<file path="src/rtl/pipeline_hazard_ctrl_if.sv">
// Hazard-controller bundle: pipeline hazard inputs toward the controller, stage enables back.
// master = controller side, slave = pipeline datapath side.
interface pipeline_hazard_ctrl_if #(
  parameter int CNT_W = 16
);
  logic [4:0]       ID_Rs;
  logic [4:0]       ID_Rt;
  logic             ID_UsesRs;
  logic             ID_UsesRt;
  logic             IDEX_MemRead;
  logic             IDEX_RegWrite;
  logic [4:0]       IDEX_WriteReg;
  logic             EXMEM_Branch;
  logic             EXMEM_BranchCond;
  logic             EXMEM_MemRead;
  logic             EXMEM_MemWrite;
  logic             MemReady;

  logic             PCWrite;
  logic             PCSrcBranch;
  logic             IFID_Write;
  logic             IFID_Flush;
  logic             IDEX_Hold;
  logic             IDEX_Bubble;
  logic             EXMEM_Hold;
  logic             EXMEM_Flush;
  logic             MEMWB_Bubble;
  logic             MemTimeout;
  logic [1:0]       CtrlState;
  logic [CNT_W-1:0] StallCycles;
  logic [CNT_W-1:0] FlushCount;

  modport master (
    input  ID_Rs, ID_Rt, ID_UsesRs, ID_UsesRt, IDEX_MemRead, IDEX_RegWrite, IDEX_WriteReg,
           EXMEM_Branch, EXMEM_BranchCond, EXMEM_MemRead, EXMEM_MemWrite, MemReady,
    output PCWrite, PCSrcBranch, IFID_Write, IFID_Flush, IDEX_Hold, IDEX_Bubble,
           EXMEM_Hold, EXMEM_Flush, MEMWB_Bubble, MemTimeout, CtrlState, StallCycles, FlushCount
  );

  modport slave (
    output ID_Rs, ID_Rt, ID_UsesRs, ID_UsesRt, IDEX_MemRead, IDEX_RegWrite, IDEX_WriteReg,
           EXMEM_Branch, EXMEM_BranchCond, EXMEM_MemRead, EXMEM_MemWrite, MemReady,
    input  PCWrite, PCSrcBranch, IFID_Write, IFID_Flush, IDEX_Hold, IDEX_Bubble,
           EXMEM_Hold, EXMEM_Flush, MEMWB_Bubble, MemTimeout, CtrlState, StallCycles, FlushCount
  );
endinterface

</file>
<file path="src/rtl/pipeline_hazard_ctrl.sv">
// Stall/flush sequencer for the 5-stage pipeline: load-use, taken-branch and slow-memory hazards,
// memory watchdog and saturating stall/flush counters. Stage controls are combinational.
module pipeline_hazard_ctrl #(
  parameter int MAX_WAIT = 15,
  parameter int CNT_W    = 16
) (
  input  logic Clk,
  input  logic Reset,
  pipeline_hazard_ctrl_if.master hz
);
  typedef enum logic [1:0] {
    RUN      = 2'b00,
    MEM_WAIT = 2'b01,
    ERROR    = 2'b10
  } state_t;

  localparam logic [7:0] MaxWait8 = 8'(MAX_WAIT);

  state_t           state;
  logic [7:0]       waitCnt;
  logic             memTimeout;
  logic [CNT_W-1:0] stallCnt;
  logic [CNT_W-1:0] flushCnt;

  logic mw, br, lu, inError, stallNow, flushNow;

  always_comb begin
    mw = (hz.EXMEM_MemRead | hz.EXMEM_MemWrite) & ~hz.MemReady;
    br = hz.EXMEM_Branch & hz.EXMEM_BranchCond;
    lu = hz.IDEX_MemRead & hz.IDEX_RegWrite & (hz.IDEX_WriteReg != 5'd0) &
         ((hz.ID_UsesRs & (hz.ID_Rs == hz.IDEX_WriteReg)) |
          (hz.ID_UsesRt & (hz.ID_Rt == hz.IDEX_WriteReg)));
    inError  = (state == ERROR);
    // A load-use squashed by a taken branch never stalls, so it is not counted.
    stallNow = ~inError & (mw | (lu & ~br));
    flushNow = ~inError & br & ~mw;
  end

  always_ff @(posedge Clk or posedge Reset) begin
    if (Reset) begin
      state      <= RUN;
      waitCnt    <= '0;
      memTimeout <= 1'b0;
      stallCnt   <= '0;
      flushCnt   <= '0;
    end else begin
      case (state)
        RUN: begin
          if (mw) begin
            state   <= MEM_WAIT;
            waitCnt <= 8'd1;
          end
        end
        MEM_WAIT: begin
          if (mw) begin
            if (waitCnt == MaxWait8) begin
              state      <= ERROR;
              memTimeout <= 1'b1;
            end else begin
              waitCnt <= waitCnt + 8'd1;
            end
          end else begin
            state   <= RUN;
            waitCnt <= '0;
          end
        end
        ERROR:   state <= ERROR;
        default: state <= ERROR;
      endcase

      if (stallNow && (stallCnt != {CNT_W{1'b1}}))
        stallCnt <= stallCnt + 1'b1;
      if (flushNow && (flushCnt != {CNT_W{1'b1}}))
        flushCnt <= flushCnt + 1'b1;
    end
  end

  logic pcWrite, pcSrcBranch, ifidWrite, ifidFlush, idexHold, idexBubble;
  logic exmemHold, exmemFlush, memwbBubble;

  always_comb begin
    pcWrite     = 1'b0;
    pcSrcBranch = 1'b0;
    ifidWrite   = 1'b0;
    ifidFlush   = 1'b0;
    idexHold    = 1'b0;
    idexBubble  = 1'b0;
    exmemHold   = 1'b0;
    exmemFlush  = 1'b0;
    memwbBubble = 1'b0;
    if (Reset) begin
      ifidFlush   = 1'b1;
      idexBubble  = 1'b1;
      exmemFlush  = 1'b1;
      memwbBubble = 1'b1;
    end else if (inError || mw) begin
      // Freeze everything up to MEM; WB drains with a bubble behind the stalled access.
      idexHold    = 1'b1;
      exmemHold   = 1'b1;
      memwbBubble = 1'b1;
    end else if (br) begin
      pcWrite     = 1'b1;
      pcSrcBranch = 1'b1;
      ifidWrite   = 1'b1;
      ifidFlush   = 1'b1;
      idexBubble  = 1'b1;
      exmemFlush  = 1'b1;
    end else if (lu) begin
      idexBubble  = 1'b1;
    end else begin
      pcWrite     = 1'b1;
      ifidWrite   = 1'b1;
    end
  end

  assign hz.PCWrite      = pcWrite;
  assign hz.PCSrcBranch  = pcSrcBranch;
  assign hz.IFID_Write   = ifidWrite;
  assign hz.IFID_Flush   = ifidFlush;
  assign hz.IDEX_Hold    = idexHold;
  assign hz.IDEX_Bubble  = idexBubble;
  assign hz.EXMEM_Hold   = exmemHold;
  assign hz.EXMEM_Flush  = exmemFlush;
  assign hz.MEMWB_Bubble = memwbBubble;
  assign hz.MemTimeout   = memTimeout;
  assign hz.CtrlState    = state;
  assign hz.StallCycles  = stallCnt;
  assign hz.FlushCount   = flushCnt;
endmodule
</file>
<file path="src/flat_wrapper.sv">
// flat-port wrapper written by rule: the top's interface ports become plain ports
module pipeline_hazard_ctrl_flat 
#(
  parameter int MAX_WAIT = 15,
  parameter int CNT_W    = 16
)
  (Clk, Reset, hz_ID_Rs, hz_ID_Rt, hz_ID_UsesRs, hz_ID_UsesRt, hz_IDEX_MemRead, hz_IDEX_RegWrite, hz_IDEX_WriteReg, hz_EXMEM_Branch, hz_EXMEM_BranchCond, hz_EXMEM_MemRead, hz_EXMEM_MemWrite, hz_MemReady, hz_PCWrite, hz_PCSrcBranch, hz_IFID_Write, hz_IFID_Flush, hz_IDEX_Hold, hz_IDEX_Bubble, hz_EXMEM_Hold, hz_EXMEM_Flush, hz_MEMWB_Bubble, hz_MemTimeout, hz_CtrlState, hz_StallCycles, hz_FlushCount);
  pipeline_hazard_ctrl_if #(.CNT_W(CNT_W)) hz_i ();
  input  logic Clk;
  input  logic Reset;
  input wire logic [$bits(hz_i.ID_Rs)-1:0] hz_ID_Rs;
  input wire logic [$bits(hz_i.ID_Rt)-1:0] hz_ID_Rt;
  input wire logic [$bits(hz_i.ID_UsesRs)-1:0] hz_ID_UsesRs;
  input wire logic [$bits(hz_i.ID_UsesRt)-1:0] hz_ID_UsesRt;
  input wire logic [$bits(hz_i.IDEX_MemRead)-1:0] hz_IDEX_MemRead;
  input wire logic [$bits(hz_i.IDEX_RegWrite)-1:0] hz_IDEX_RegWrite;
  input wire logic [$bits(hz_i.IDEX_WriteReg)-1:0] hz_IDEX_WriteReg;
  input wire logic [$bits(hz_i.EXMEM_Branch)-1:0] hz_EXMEM_Branch;
  input wire logic [$bits(hz_i.EXMEM_BranchCond)-1:0] hz_EXMEM_BranchCond;
  input wire logic [$bits(hz_i.EXMEM_MemRead)-1:0] hz_EXMEM_MemRead;
  input wire logic [$bits(hz_i.EXMEM_MemWrite)-1:0] hz_EXMEM_MemWrite;
  input wire logic [$bits(hz_i.MemReady)-1:0] hz_MemReady;
  output wire logic [$bits(hz_i.PCWrite)-1:0] hz_PCWrite;
  output wire logic [$bits(hz_i.PCSrcBranch)-1:0] hz_PCSrcBranch;
  output wire logic [$bits(hz_i.IFID_Write)-1:0] hz_IFID_Write;
  output wire logic [$bits(hz_i.IFID_Flush)-1:0] hz_IFID_Flush;
  output wire logic [$bits(hz_i.IDEX_Hold)-1:0] hz_IDEX_Hold;
  output wire logic [$bits(hz_i.IDEX_Bubble)-1:0] hz_IDEX_Bubble;
  output wire logic [$bits(hz_i.EXMEM_Hold)-1:0] hz_EXMEM_Hold;
  output wire logic [$bits(hz_i.EXMEM_Flush)-1:0] hz_EXMEM_Flush;
  output wire logic [$bits(hz_i.MEMWB_Bubble)-1:0] hz_MEMWB_Bubble;
  output wire logic [$bits(hz_i.MemTimeout)-1:0] hz_MemTimeout;
  output wire logic [$bits(hz_i.CtrlState)-1:0] hz_CtrlState;
  output wire logic [$bits(hz_i.StallCycles)-1:0] hz_StallCycles;
  output wire logic [$bits(hz_i.FlushCount)-1:0] hz_FlushCount;
  assign hz_i.ID_Rs = hz_ID_Rs;
  assign hz_i.ID_Rt = hz_ID_Rt;
  assign hz_i.ID_UsesRs = hz_ID_UsesRs;
  assign hz_i.ID_UsesRt = hz_ID_UsesRt;
  assign hz_i.IDEX_MemRead = hz_IDEX_MemRead;
  assign hz_i.IDEX_RegWrite = hz_IDEX_RegWrite;
  assign hz_i.IDEX_WriteReg = hz_IDEX_WriteReg;
  assign hz_i.EXMEM_Branch = hz_EXMEM_Branch;
  assign hz_i.EXMEM_BranchCond = hz_EXMEM_BranchCond;
  assign hz_i.EXMEM_MemRead = hz_EXMEM_MemRead;
  assign hz_i.EXMEM_MemWrite = hz_EXMEM_MemWrite;
  assign hz_i.MemReady = hz_MemReady;
  assign hz_PCWrite = hz_i.PCWrite;
  assign hz_PCSrcBranch = hz_i.PCSrcBranch;
  assign hz_IFID_Write = hz_i.IFID_Write;
  assign hz_IFID_Flush = hz_i.IFID_Flush;
  assign hz_IDEX_Hold = hz_i.IDEX_Hold;
  assign hz_IDEX_Bubble = hz_i.IDEX_Bubble;
  assign hz_EXMEM_Hold = hz_i.EXMEM_Hold;
  assign hz_EXMEM_Flush = hz_i.EXMEM_Flush;
  assign hz_MEMWB_Bubble = hz_i.MEMWB_Bubble;
  assign hz_MemTimeout = hz_i.MemTimeout;
  assign hz_CtrlState = hz_i.CtrlState;
  assign hz_StallCycles = hz_i.StallCycles;
  assign hz_FlushCount = hz_i.FlushCount;
  pipeline_hazard_ctrl #(.MAX_WAIT(MAX_WAIT), .CNT_W(CNT_W)) u_core (.Clk(Clk), .Reset(Reset), .hz(hz_i));
endmodule
</file>
<file path="config.mk">
export PLATFORM = sky130hd
export DESIGN_NAME = pipeline_hazard_ctrl_flat
export DESIGN_NICKNAME = d
export VERILOG_FILES = /design/src/rtl/pipeline_hazard_ctrl_if.sv /design/src/rtl/pipeline_hazard_ctrl.sv /design/src/flat_wrapper.sv
export SDC_FILE = /design/constraint.sdc
export NUM_CORES = 1
export LEC_CHECK = 0
export BUFFER_PORTS_ARGS = -buffer_cell sky130_fd_sc_hd__buf_4
export CAP_MARGIN = 20
export CORE_MARGIN = 3
export CORE_UTILIZATION = 46
export CTS_CLUSTER_SIZE = 28
export DETAILED_ROUTE_END_ITERATION = 6
export HOLD_SLACK_MARGIN = 0.1
export PLACE_DENSITY = 0.86
export SLEW_MARGIN = 10
export SYNTH_ARGS = -nofsm -noshare
export SYNTH_HDL_FRONTEND = slang
export SYNTH_SLANG_ARGS = --single-unit
</file>
<file path="constraint.sdc">
create_clock -name Clk -period 3 [get_ports Clk]
set_input_delay 0.75 -clock Clk [delete_from_list [all_inputs] [get_ports Clk]]
set_output_delay 0.75 -clock Clk [all_outputs]
set_load 0.005 [all_outputs]
</file>
======== Yosys cells after proc, flatten, opt, wreduce, memory -nomap -nowiden ========
Cells that the tools add are included.
word-level totals
  bits in writable memories ............... 0
  bits in latches ......................... 0
  word-level logic and storage cells ...... 68
  memory bits (read-only) ................. 0
  input port bits ......................... 26
  memories ................................ 0
  output and inout port bits .............. 44
  flip-flop bits (word level) ............. 43
operators by class
  add/subtract/negate cells ............... 3
  multipliers ............................. 0
  reduce and logical (&&, ||, !) cells .... 9
  bitwise gates (word level) .............. 18
  muxes and demuxes ....................... 23
  shifts and indexed selects .............. 0
  equality and inequality tests ........... 10
  div/mod/pow operators ................... 0
  $lt $le $gt $ge ......................... 0
operators by type and width
  cell                                           count
  adder 16 x 1 -> 16 bit, second input constant  2
  != test 16 bit, second input constant          2
  two-way mux 8 bit                              3
  case mux 8 bit (2 select lines)                1
  two-way mux 1 bit                              15
  AND 1 bit                                      11
  == test 5 bit                                  2
  adder 8 x 1 -> 8 bit, second input constant    1
  == test 8 x 4 -> 1 bit, second input constant  1
  two-way mux 2 bit                              3
  != test 3 bit, second input constant           2
  AND reduction 3 bit                            2
  nonzero test 5 bit                             1
  NOT 1 bit                                      4
  case mux 2 bit (2 select lines)                1
  bitwise OR 1 bit                               3
  == test 2 x 1 -> 1 bit, second input constant  1
  == test 2 bit, second input constant           1
  logical AND 1 bit                              2
  logical NOT 2 bit                              1
  != test 2 x 1 -> 1 bit, second input constant  1
  AND reduction 2 bit                            1
  nonzero test 2 bit                             1
  logical OR 1 bit                               1

======== Depth between registers and ports, before layout ========
Gate-level depths: netlist of the first run.
  word-level depth ........................ 8
  depth in mapped cells ................... 7
  depth with buffers taken out ............ 7

======== Worst setup path before layout of the first run ========
Ideal clock, no wire load.
  path kind ............................... input port to output port
  start point ............................. input Reset
  end point ............................... output hz_PCWrite
  stages .................................. 4
  data arrival time ....................... 2.402 ns
  required time ........................... 2.250 ns
  slack ................................... -0.152 ns
  path buffers ............................ 1
  cell sequence ........................... inv_1 > nand3_1 > a21oi_1 > buf_4
on the way
  cells in the longest elaborated chain, start to end .. 1
ends and longest elaborated chain
  element            line                RTL
  start, declared    flat_wrapper.sv:10  input logic Reset;
  two-way mux 1 bit  -
  end, declared      flat_wrapper.sv:23  output wire logic [$bits(hz_i.PCWrite)-1:0] hz_PCWrite;
No other way between the ends.

======== Worst setup path after layout of the first run ========
  start point ............................. input hz_IDEX_WriteReg[0]
  end point ............................... output hz_PCWrite
on the way
  cells in the longest elaborated chain, start to end .. 8
  elaborated cells on any way between the ends .. 12
  those cells by class .................... 2 x eq/ne; 4 x mux; 5 x bitwise; 1 x reduce/logical
ends and longest elaborated chain
  element                                  line                                                    RTL
  start, declared                          flat_wrapper.sv:17                                      input wire logic [$bits(hz_i.IDEX_WriteReg)-1:0] hz_IDEX_WriteReg;
  == test 5 bit, on equally long branches  pipeline_hazard_ctrl.sv:31, pipeline_hazard_ctrl.sv:32
  AND 1 bit, on equally long branches      pipeline_hazard_ctrl.sv:31, pipeline_hazard_ctrl.sv:32
  bitwise OR 1 bit                         pipeline_hazard_ctrl.sv:31                              ((hz.ID_UsesRs & (hz.ID_Rs == hz.IDEX_WriteReg)) |
  AND 1 bit (*)                            pipeline_hazard_ctrl.sv:30                              lu = hz.IDEX_MemRead & hz.IDEX_RegWrite & (hz.IDEX_WriteReg != 5'd0) &
  two-way mux 1 bit (*)                    pipeline_hazard_ctrl.sv:108                             end else if (lu) begin
  two-way mux 1 bit (*)                    pipeline_hazard_ctrl.sv:101                             end else if (br) begin
  two-way mux 1 bit (*)                    pipeline_hazard_ctrl.sv:96                              end else if (inError || mw) begin
  two-way mux 1 bit (*)                    pipeline_hazard_ctrl.sv:91                              if (Reset) begin
Every way passes the cells marked *; elsewhere a longest branch is shown, timed or not.

==> results of run 1 <==
## worst register-to-register path: stages (launching register included)
cell and delay, ns:
dfrtp_1 0.43, ha_1 0.19, or4b_1 0.46, or4_4 0.52, and4_1 0.25, nand4_1 0.11, xor2_1 0.15, nor2_1 0.05
## kinds of logic after synthesis
group                      Yosys count  synth area share
and+or+nand+nor                    100             0.239
DFF                                 43             0.471
xor gates and xnor gates            42             0.161
AOI/OAI and AO/OA                   20            0.0614
buffers and inverters               11            0.0263
muxes                                5            0.0247
adders and majority gates            3            0.0164
## power by group through the flow
stage | logic, mW | registers [mW] | clock network [mW]
after global placement | 0.0782 | 0.595 | 0
after global routing | 0.0878 | 0.584 | 0.433
after detailed placement | 0.0803 | 0.595 | 0
final | 0.0788 | 0.584 | 0.397
after floorplan | 0.0347 | 0.595 | 0
after CTS | 0.0805 | 0.584 | 0.406
## layout make-up
cell class	count	area, um2
inverters	7	30.0
well taps	67	83.8
fillers	417	1770
multi-input cells	170	1150
repair buffers	73	548
flip-flops and latches	43	1080
clock buffers	8	100
## metal layers
metal	wire length (um)	up-vias	global-route usage
met4	51	0	0.0435
met2	2600	48	0.314
met3	262	6	0.0449
li1	-	931	-
met5	0	-	0
met1	2090	914	0.217
## final timing paths
kind                                                 startpoint                                   end  cells after the start
max in group asynchronous                                 Reset  u_core.hz.FlushCount[10]$_DFFE_PP0P_                      3
hold / removal                                            Reset    u_core.hz.CtrlState[0]$_DFFE_PP0P_                      2
hold reg to reg            u_core.hz.FlushCount[14]$_DFFE_PP0P_  u_core.hz.FlushCount[14]$_DFFE_PP0P_                      1
setup reg to reg                  u_core.waitCnt[0]$_DFFE_PP0P_         u_core.waitCnt[5]$_DFFE_PP0P_                      7
setup / recovery                            hz_IDEX_WriteReg[0]                            hz_PCWrite                      6
min in group Clk           u_core.hz.FlushCount[14]$_DFFE_PP0P_  u_core.hz.FlushCount[14]$_DFFE_PP0P_                      1
## flip-flops by register name, summed over array words and instances (netlist names)
register,flops
u_core.hz.StallCycles,16
u_core.hz.MemTimeout,1
u_core.hz.CtrlState,2
u_core.hz.FlushCount,16
u_core.waitCnt,8
## stage by stage
step | hold slack, ns | utilization | power, mW | setup slack [ns] | std cells
2_1_floorplan | 0.468 | - | 0.630 | 0.323 | 224
3_3_place_gp | 0.463 | 0.607 | 0.673 | 0.230 | 360
3_5_place_dp | 0.484 | 0.607 | 0.676 | 0.204 | 360
4_1_cts | 0.387 | 0.628 | 1.07 | 0.205 | 368
5_1_grt | 0.397 | 0.628 | 1.11 | 0.112 | 368
6_report | 0.388 | 0.628 | 1.06 | 0.209 | 368
## cells in the final DEF, fill, tap and decap left out, types with 2 or more instances in the layout
cell	netlist	routed
a21oi_1	7	7
and3_1	2	2
and4_1	5	5
buf_4	3	73
clkbuf_8	0	7
dfrtp_1	43	43
ha_1	3	3
inv_1	7	6
mux2_2	5	5
nand2_1	25	25
nand2b_1	3	3
nand3_1	11	11
nand4_1	7	7
nor2_1	22	22
nor3_1	8	8
nor3b_1	3	3
or2_2	2	2
xnor2_1	16	16
xor2_1	26	26
==> out/metrics.yaml, run 1 <==
outcome:
  status: "complete, no violations"
routing:
  drt_pass1_iterations: 4
  vias: 1899
  drc: 0
  wirelength_mm: 5.00
  routedWlPerCell_um: 13.6
  ant_nets: 0
  via_per_inst: 5.16
  drt_iter0_drc: 80
cells_and_area:
  drive_above_1_share: 0.312
  fin_area_um2: 2990
  diodes: 0
  syn_to_final_growth_pct: 30.7
  nets: 329
floorplan:
  dieArea_um2: 5850
  die_h_um: 76.5
  die_x_um: 76.5
  start_util: 0.480
  coreArea_um2: 4750
  pin_count: 70
  rows: 25
power_and_ir_drop:
  power.internal_uw: 832
  power.switching_uw: 227
  power_density_nw_per_um2: 355
  p_sw_frac: 0.215
  pwr-share-clk: 0.375
  vdd_ir_drop_max_mv: 0.204
  leakage_nw: 1.45
  pwr-share-comb: 0.074
  power_frac_seq: 0.551
critical_path:
  critPathBufInv: 2
  worstPathMaxFanout: 3
  critPathCaptureType: "output port"
  cp_slowest_cell: "or4_1"
  crit_top_cell: "buf_4"
  cp_top_family: "simple AND/OR/NAND/NOR gates"
  worstPathArrival_ns: 2.04
  rrSetupSlack_ns: 0.71
  path_class: "in -> out"
  worstSetupStartpointType: "input pin"
  crit_required_ns: 2.25
  cp_cell_sequence: "buf_4 -> or4_1 -> o211ai_1 -> nor2_1 -> a21oi_1 -> buf_4"
  cpPeakStageDelay_ns: 0.52
grt:
  antenna_found_initial: 0
  grt_max_degree: 23
  gr-usage-all-layers: 0.178
  grt.overflow.total: 0
  grt_pass1_wl_mm: 8.69
  grt_pass1_vias: 1921
synth:
  synth_top_area_share: 0.471
  synthFlopType: "dfrtp_1"
  synth-edff-count: 0
  synth_area_leaders: "dfrtp_1, xor2_1, xnor2_1"
  async_reset_ff_frac: 1.00
  synthTopCellsByCount: "dfrtp_1, xor2_1, nand2_1, nor2_1, xnor2_1"
  postSynthCellCount: 224
  avgSynthCellArea_um2: 10.2
  ys_ff_latch: 43
  synth_top_area_cell: "dfrtp_1"
  yosysSeqAreaShare: 0.471
  synth_warnings: 0
  synth.most_common_cell: "dfrtp_1"
  synth_nets: 253
  syn_area_um2: 2280
  synth_cell_types: 44
clock_network:
  max-clock-path-buffers: 2
  numCtsBuffers: 5
  clock_latency_ns: 0.29
  post_cts_buffers: 0
  cts_tree: "done"
  clkSlewWorstSetupHoldPaths_ns: 0.08
  ctsResizeCount: 0
  ctsHoldBuffers: 0
  cts_sinks: 43
  htree_levels: 2
  cts_root_buf: "clkbuf_8"
placed_design:
  place.gp.congestion: 0.820
  numPortBuffers: 69
  dpl_cell_area_um2: 2890
  hpwl_mm: 3.86
sta:
  hold_viol_final: 0
  max_slew.worst_pin.slew_ns: 0.602
  clock_skew_ns: 0.00393
  drv_slew: 0
  min_period_ns: 2.79
  rsz0062_at_grt: "no"
  finalSetupTns_ns: 0
  finalCritPeriodShare: 0.930
  max_freq_mhz: 358
  setup_violations: 0
  relSlewSlack: 0.597
flow_run:
  max_cap_violations: 0
min_path:
  hp-class: "in -> async"
No activity file was read; power rests on OpenSTA's default activity.
==> run 2, diff against run 1 <==
--- a/config.mk
+++ b/config.mk
@@ -5,7 +5,7 @@
 export SDC_FILE = /design/constraint.sdc
 export NUM_CORES = 1
 export LEC_CHECK = 0
-export BUFFER_PORTS_ARGS = -buffer_cell sky130_fd_sc_hd__buf_4
+export BUFFER_PORTS_ARGS = -buffer_cell sky130_fd_sc_hd__buf_2
 export CAP_MARGIN = 20
 export CORE_MARGIN = 3
 export CORE_UTILIZATION = 46
==> out/metrics.yaml, run 2 (synthesized netlist as in run 1, its figures left out) <==
clock_network:
  post_cts_buffers: 0
  clkSlewWorstSetupHoldPaths_ns: 0.08
  cts_sinks: 43
  numCtsBuffers: 5
  cts_root_buf: "clkbuf_8"
  max-clock-path-buffers: 2
  ctsResizeCount: 0
  ctsHoldBuffers: 0
  clock_latency_ns: 0.30
  htree_levels: 2
  cts_tree: "done"
grt:
  grt.overflow.total: 0
  grt_pass1_vias: 1861
  antenna_found_initial: 0
  gr-usage-all-layers: 0.175
  grt_pass1_wl_mm: 8.35
  grt_max_degree: 28
cells_and_area:
  final_common_cell: "buf_2"
  drive_above_1_share: 0.320
  diodes: 0
  syn_to_final_growth_pct: 24.4
  finish.utilization: 0.597
  fin_area_um2: 2840
  final_cell_mix: "buf_2, dfrtp_1, xor2_1, nand2_1, nor2_1"
  nets: 331
placed_design:
  dpl_cell_area_um2: 2730
  place.gp.congestion: 0.815
  numPortBuffers: 69
  hpwl_mm: 3.67
sta:
  max_freq_mhz: 361
  clock_skew_ns: 0.00412
  max_slew.worst_pin.slew_ns: 0.454
  drv_slew: 0
  hold_viol_final: 0
  rsz0062_at_grt: "no"
  setup_violations: 0
  finalSetupTns_ns: 0
  finalCritPeriodShare: 0.923
  min_period_ns: 2.77
  relSlewSlack: 0.697
routing:
  top_layer_used: "met4"
  drt_iter0_drc: 74
  drc: 0
  wl_met3_um: 291
  via_per_inst: 5.08
  met2WireLength_mm: 2.39
  vias: 1881
  ant_nets: 0
  routedWlPerCell_um: 13.0
  drt_pass1_iterations: 4
  wl_met1_mm: 2.07
  wirelength_mm: 4.80
min_path:
  whs_endpoint: "u_core.hz.MemTimeout$_DFFE_PP0P_"
  hold_depth: 1
  hold_start: "u_core.hz.MemTimeout$_DFFE_PP0P_"
  hp-class: "reg -> reg"
power_and_ir_drop:
  vdd_ir_drop_max_mv: 0.301
  power_density_nw_per_um2: 388
  leakage_nw: 1.44
floorplan:
  coreArea_um2: 4750
  pin_count: 70
  die_x_um: 76.5
  rows: 25
  dieArea_um2: 5850
  die_h_um: 76.5
  start_util: 0.480
critical_path:
  crit_required_ns: 2.25
  reg2reg_to: "u_core.waitCnt[5]$_DFFE_PP0P_"
  worstPathMaxFanout: 3
  worstPathArrival_ns: 2.02
  worstSetupStartpointType: "input pin"
  critPathCaptureType: "output port"
  rr_startpoint: "u_core.waitCnt[0]$_DFFE_PP0P_"
  rrSetupSlack_ns: 0.74
  path_class: "in -> out"
  r2r_cells: 7
flow_run:
  max_cap_violations: 0
outcome:
  status: "complete, no violations"
## run 2: cell count changes in the layout (fill, tap and decap cells not counted)
cell / change
bufinv_16: +1
clkinv_2: +1
buf_2: +69
buf_4: -67
clkbuf_1: -1
clkinv_4: +1
clkbuf_8: -2
## run 2: where the power goes
group / total [mW] / internal, mW / switching [mW]
logic: 0.0681 / 0.0303 / 0.0379
registers: 0.584 / 0.581 / 0.00210
clock network: 0.450 / 0.248 / 0.202
## run 2: per-layer routing
layer,global-route usage,vias to the layer above
li1,-,933
met1,0.216,902
met2,0.290,41
met3,0.0591,5
met4,0.0525,0
met5,0,-
## run 2: critical path: stages
cell and delay (ns):
buf_2 0.12, or4_1 0.53, o211ai_1 0.25, nor2_1 0.07, a21oi_1 0.17, buf_2 0.13
## run 2: final cells by class
type	count	area [um2]
Timing Repair Buffer	75	390
Inverter	7	30.0
Multi-Input combinational cell	170	1150
Clock inverter	3	43.8
Fill cell	429	1910
Sequential cell	43	1080
Tap cell	67	83.8
Clock buffer	5	68.8
## run 2: per-stage QoR
stage	std cells	worst slack [ns]	total power [mW]	hold WS [ns]
3_5_place_dp	362	0.237	0.665	0.461
4_1_cts	370	0.234	1.12	0.484
5_1_grt	370	0.0577	1.15	0.522
3_3_place_gp	362	0.254	0.663	0.456
2_1_floorplan	224	0.323	0.630	0.468
6_report	370	0.230	1.10	0.472
## run 2: worst max-delay path by stage
stage                              from       endpoint  slack [ns]  cells past startpoint
finish              hz_IDEX_WriteReg[0]  hz_IFID_Write        0.23                      6
global route        hz_IDEX_WriteReg[0]  hz_IFID_Write        0.06                      6
CTS                 hz_IDEX_WriteReg[0]  hz_IFID_Write        0.23                      6
detailed placement  hz_IDEX_WriteReg[0]  hz_IFID_Write        0.24                      6
global placement    hz_IDEX_WriteReg[0]     hz_PCWrite        0.25                      6
floorplan                         Reset     hz_PCWrite        0.32                      4
